File: src/rtl/xout_accum.sv
// xout_accum: groups NSAMPLES unsigned XOUT results from the upstream IfEnt stage
// and emits one beat carrying the group sum and maximum.
//
// Ports
//   clk        in   1        clock, rising edge
//   rst_n      in   1        asynchronous reset, active-low
//   clear      in   1        synchronous flush of the current group
//   xout       in   DATA_W   incoming sample
//   in_valid   in   1        xout valid this cycle
//   in_ready   out  1        block accepts xout this cycle (from state only)
//   sum        out  SUM_W    group sum, unsigned
//   smax       out  DATA_W   group maximum, unsigned
//   out_valid  out  1        sum/smax hold a completed group
//   out_ready  in   1        downstream consumes the group
//
// State  | Meaning
// IDLE   | no samples collected, waiting for the first beat of a group
// ACCUM  | 1..NSAMPLES-1 samples collected
// EMIT   | group complete, result presented until out_ready
module xout_accum #(
  parameter int DATA_W   = 16,
  parameter int NSAMPLES = 4,
  parameter int SUM_W    = DATA_W + $clog2(NSAMPLES)
) (
  input  logic              clk,
  input  logic              rst_n,
  input  logic              clear,
  input  logic [DATA_W-1:0] xout,
  input  logic              in_valid,
  output logic              in_ready,
  output logic [SUM_W-1:0]  sum,
  output logic [DATA_W-1:0] smax,
  output logic              out_valid,
  input  logic              out_ready
);

  localparam int CNT_W = $clog2(NSAMPLES + 1);
  localparam logic [CNT_W-1:0] CNT_LAST = CNT_W'(NSAMPLES);

  if (NSAMPLES < 1) begin : g_bad_nsamples
    $error("xout_accum: NSAMPLES must be >= 1");
  end
  if (SUM_W < DATA_W + $clog2(NSAMPLES)) begin : g_bad_sum_w
    $error("xout_accum: SUM_W too narrow to hold a full group sum");
  end

  typedef enum logic [1:0] {
    IDLE  = 2'd0,
    ACCUM = 2'd1,
    EMIT  = 2'd2
  } state_t;

  state_t            state, state_nxt;
  logic [CNT_W-1:0]  cnt, cnt_nxt;
  logic [SUM_W-1:0]  acc, acc_nxt;
  logic [DATA_W-1:0] mx, mx_nxt;
  logic [SUM_W-1:0]  sum_nxt;
  logic [DATA_W-1:0] smax_nxt;
  logic              out_valid_nxt;

  logic              accept;
  logic [SUM_W-1:0]  xout_ext;
  logic [SUM_W-1:0]  acc_add;
  logic [DATA_W-1:0] mx_sel;
  logic [CNT_W-1:0]  cnt_inc;

  assign in_ready = (state != EMIT);
  assign accept   = in_valid && in_ready;
  assign xout_ext = SUM_W'(xout);

  // The first beat of a group seeds the accumulators instead of adding to
  // whatever the previous group left behind.
  assign acc_add = (state == IDLE) ? xout_ext : acc + xout_ext;
  assign mx_sel  = ((state == IDLE) || (xout > mx)) ? xout : mx;
  assign cnt_inc = (state == IDLE) ? CNT_W'(1) : cnt + CNT_W'(1);

  always_comb begin
    state_nxt     = state;
    cnt_nxt       = cnt;
    acc_nxt       = acc;
    mx_nxt        = mx;
    sum_nxt       = sum;
    smax_nxt      = smax;
    out_valid_nxt = out_valid;

    if (clear) begin
      // sum/smax keep the last emitted result; only the group in flight is dropped
      state_nxt     = IDLE;
      cnt_nxt       = '0;
      out_valid_nxt = 1'b0;
    end else begin
      case (state)
        IDLE, ACCUM: begin
          if (accept) begin
            acc_nxt = acc_add;
            mx_nxt  = mx_sel;
            cnt_nxt = cnt_inc;
            if (cnt_inc == CNT_LAST) begin
              state_nxt     = EMIT;
              sum_nxt       = acc_add;
              smax_nxt      = mx_sel;
              out_valid_nxt = 1'b1;
            end else begin
              state_nxt = ACCUM;
            end
          end
        end
        EMIT: begin
          if (out_ready) begin
            state_nxt     = IDLE;
            cnt_nxt       = '0;
            out_valid_nxt = 1'b0;
          end
        end
        default: begin
          state_nxt     = IDLE;
          cnt_nxt       = '0;
          out_valid_nxt = 1'b0;
        end
      endcase
    end
  end

  always_ff @(posedge clk or negedge rst_n) begin
    if (!rst_n) begin
      state     <= IDLE;
      cnt       <= '0;
      acc       <= '0;
      mx        <= '0;
      sum       <= '0;
      smax      <= '0;
      out_valid <= 1'b0;
    end else begin
      state     <= state_nxt;
      cnt       <= cnt_nxt;
      acc       <= acc_nxt;
      mx        <= mx_nxt;
      sum       <= sum_nxt;
      smax      <= smax_nxt;
      out_valid <= out_valid_nxt;
    end
  end

endmodule

File: config.mk
export PLATFORM = sky130hd
export DESIGN_NAME = xout_accum
export DESIGN_NICKNAME = d
export VERILOG_FILES = /design/src/rtl/xout_accum.sv
export SDC_FILE = /design/constraint.sdc
export NUM_CORES = 1
export LEC_CHECK = 0
export BUFFER_PORTS_ARGS = -buffer_cell sky130_fd_sc_hd__buf_2
export CAP_MARGIN = 20
export CORE_UTILIZATION = 52
export CTS_CLUSTER_SIZE = 30
export DETAILED_ROUTE_END_ITERATION = 6
export GPL_TIMING_DRIVEN = 0
export PLACE_DENSITY_LB_ADDON = 0.08
export SYNTH_ARGS = -nofsm -noshare
export SYNTH_HDL_FRONTEND = slang
export SYNTH_SLANG_ARGS = --single-unit
File: constraint.sdc
create_clock -name clk -period 2.3 [get_ports clk]
set_clock_uncertainty 0.05 [all_clocks]
set_input_delay 0.115 -clock clk [delete_from_list [all_inputs] [get_ports clk]]
set_output_delay 0.115 -clock clk [all_outputs]
set_load 0.01 [all_outputs]
==> impl_metrics.csv <==
group,metric,value,unit
status,status,"complete, but fails checks",
status,violations,"negative setup slack",
timing,fmax,0.403,GHz
clock_network,cts_buffers,9,
worst_hold_path,hp-start,"xout[15]",
clock_network,clkLatencyLatePin,0.36,ns
setup_path,endpoint_kind,"flop",
clock_network,cts_max_path_buffers,2,
global_routing,antenna_found_initial,0,
synth,netlist_area,0.00429,mm^2
routing,met2_length,5.56,mm
routing,wl_met3,460,um
pwr,net-switching-power,1830,uW
setup_path,critPathLaunch,"mx[15]",
cells_and_area,diodes,0,
routing,wl_met1,5.28,mm
cells_and_area,areaGrowthSynthToFinish,30.7,%
clock_network,cts.clk_slew.worst_paths,0.08,ns
die,rows,32,
setup_path,setup.worst_path.class,"flop to flop",
synth,synthTopCellsByArea,"dfrtp_1, ha_1, nand2_1",
die,die_h,92.8,um
synth,synth_edf_count,0,
pwr,netSwitchingFraction,34.0,%
synth,yosysTopAreaCell,"dfrtp_1",
place,globalplace.congestion,0.874,
clock_network,htree_levels,3,
pwr,ir_drop,503,uV
synth,synth-seq-area-share,43.1,%
synth,ys_warn_count,0,
pwr,power-per-cell-area,957,mW/mm^2
place,dpl.hpwl,7.48,mm
global_routing,track_usage,27.2,%
routing,drt-wirelength-per-cell,17.6,um
synth,ys_async_sr_fraction,100,%
global_routing,grt_pass1_wl,17.9,mm
setup_path,worstPathRequired,2.50,ns
global_routing,grt_pass1_vias,3663,
global_routing,grt_max_degree,43,
routing,drt-initial-drc-count,150,
routing,route.detailed.drc,0,
timing,relSlewSlack,60.7,%
place,io_buffers,56,
setup_path,rr_worst_depth,9,
timing,period_share,108,%
routing,dr.pass1.iters,4,
pwr,comb_power_share,43.9,%
timing,hold_slack,0.0314,ns
synth,synth_cell_types,48,
run,maxCapViolCount,0,
die,die-area,0.00862,mm^2
cells_and_area,layout_commonest_cell,"dfrtp_1",
setup_path,cp-start-kind,"flop",
die,coreArea,0.00785,mm^2
cells_and_area,fin_nets,600,
routing,via_count,3734,
worst_hold_path,holdCritPathClass,"input pin to flop",
cells_and_area,most-common-layout-cells,"dfrtp_1, nand2_1, buf_2, o21ai_0, buf_4",
place,placed_area,0.00472,mm^2
pwr,internal_power,3540,uW
synth,syn_nets,497,
pwr,pwr-share-seq,30.4,%
synth,yosysTopAreaCellShare,43.1,%
clock_network,clock_sinks,74,
die,initial_utilization,54.7,%
routing,via_per_inst,5.73,
timing,slew_violations,0,
worst_hold_path,hold_path_depth,3,
routing,detail-route-antenna-nets,0,
setup_path,arrival,2.69,ns
timing,rsz0062_at_grt,"yes",
global_routing,gr-total-overflow,0,
routing,routed.top_layer,"met4",
pwr,leakagePower,0.00276,uW
routing,wl,11.5,mm
cells_and_area,final_util,71.5,%
die,die_x,92.8,um
timing,hold_viol,0,
synth,synthFlopType,"dfrtp_1",
synth,synth-seq-cells,74,
die,io_pins,57,
synth,syn_area_per_cell,9.71,um^2
clock_network,cts_tree,"built",
synth,synth_cells,442,
timing,worstMarginPinSlew,0.589,ns
timing,timing.final.ws_setup,-0.183,ns
cells_and_area,final_layout_size_suffix_gt1_share,30.9,%
timing,setup_tns,-4.11,ns
pwr,p_clk_share,25.7,%
timing,min_period,2.48,ns
setup_path,critPathMaxFanout,6,
timing,finalSetupViolCount,34,
cells_and_area,post-route-cell-area,0.00561,mm^2
clock_network,cts-root-buf,"clkbuf_8",
setup_path,worstReg2RegStart,"mx[15]",
## per-layer routing
layer | track usage (%) | vias up
li1 | - | 1779
met1 | 36.5 | 1830
met2 | 44.6 | 106
met3 | 4.93 | 19
met4 | 8.72 | 0
met5 | 0 | -
## stage by stage
step | instances | setup WS, ns | power [uW]
2_1_floorplan | 442 | -0.0177 | 2920
3_3_place_gp | 600 | -0.330 | 3250
3_5_place_dp | 601 | -0.342 | 3320
4_1_cts | 642 | -0.0643 | 5080
5_1_grt | 652 | -0.245 | 5670
6_report | 652 | -0.183 | 5370
## cell families after synthesis
group,after synthesis,share of synthesized area (%)
compound gates,125,17.1
simple gates,119,12.7
flops,74,43.1
mux,39,10.6
buf+inv,37,3.50
fa+ha+maj,34,10.1
xor+xnor,14,2.86
## worst max-delay path: stages (launching register included)
cell and delay [ns]:
dfrtp_1 0.38, inv_2 0.06, ha_4 0.26, nand4_1 0.20, a2111o_1 0.46, o211a_4 0.17
nor2_8 0.21, o21ai_4 0.11, clkbuf_16 0.18, mux2_4 0.29
## state kept, by name, summed over array words and instances, names as in the netlist
| register | count |
|---|---|
| mx | 16 |
| state | 2 |
| sum | 18 |
| cnt | 3 |
| out_valid | 1 |
| acc | 18 |
| smax | 16 |
## power groups by stage
| stage | combinational [uW] | sequential [uW] | clock [uW] |
|---|---|---|---|
| after floorplan | 1290 | 1630 | 0 |
| after global placement | 1610 | 1650 | 0 |
| after detailed placement | 1660 | 1660 | 0 |
| after CTS | 2080 | 1620 | 1380 |
| after global routing | 2570 | 1660 | 1440 |
| final | 2360 | 1630 | 1380 |
## cells in the mapped netlist, drive strengths merged (2+ instances only)
library cell,count
dfrtp,74
nand2,61
o21ai,61
a21oi,34
ha,33
nor2,24
inv,20
mux2,20
mux2i,19
clkbuf,15
xnor2,7
xor2,7
nand2b,6
nand4,6
nor3,5
o21a,5
a21o,4
a31oi,4
nand3,4
and3,3
nor2b,3
nor3b,3
o211ai,3
a22o,2
buf,2
o211a,2
## worst paths after layout
path	endpoint	slack, ns
min	acc[15]	0.03
min in group asynchronous	smax[3]	0.18
max in group asynchronous	acc[8]	1.44
max	mx[12]	-0.18
min reg2reg	smax[6]	0.43
max reg2reg	mx[12]	-0.18
## cell type report
type                            count  area [um^2]
Buffer                             16         97.6
Clock buffer                       11          141
Clock inverter                      5          125
Fill cell                         623         2240
Inverter                           20         75.1
Multi-Input combinational cell    331         2550
Sequential cell                    74         1850
Tap cell                          102          128
Timing Repair Buffer               93          642
## what timing repair did
| item | in CTS | in global routing |
|---|---|---|
| hold buffers | 3 | 0 |
| endpoints found under the setup margin | 49 | 62 |
| hold endpoints to repair | 33 | 0 |
| cloned | 1 | 1 |
| pin swaps | 13 | 28 |
| setup buffers | 21 | 11 |
| resized for setup | 34 | 34 |
No activity file was read; power rests on OpenSTA's default activity.
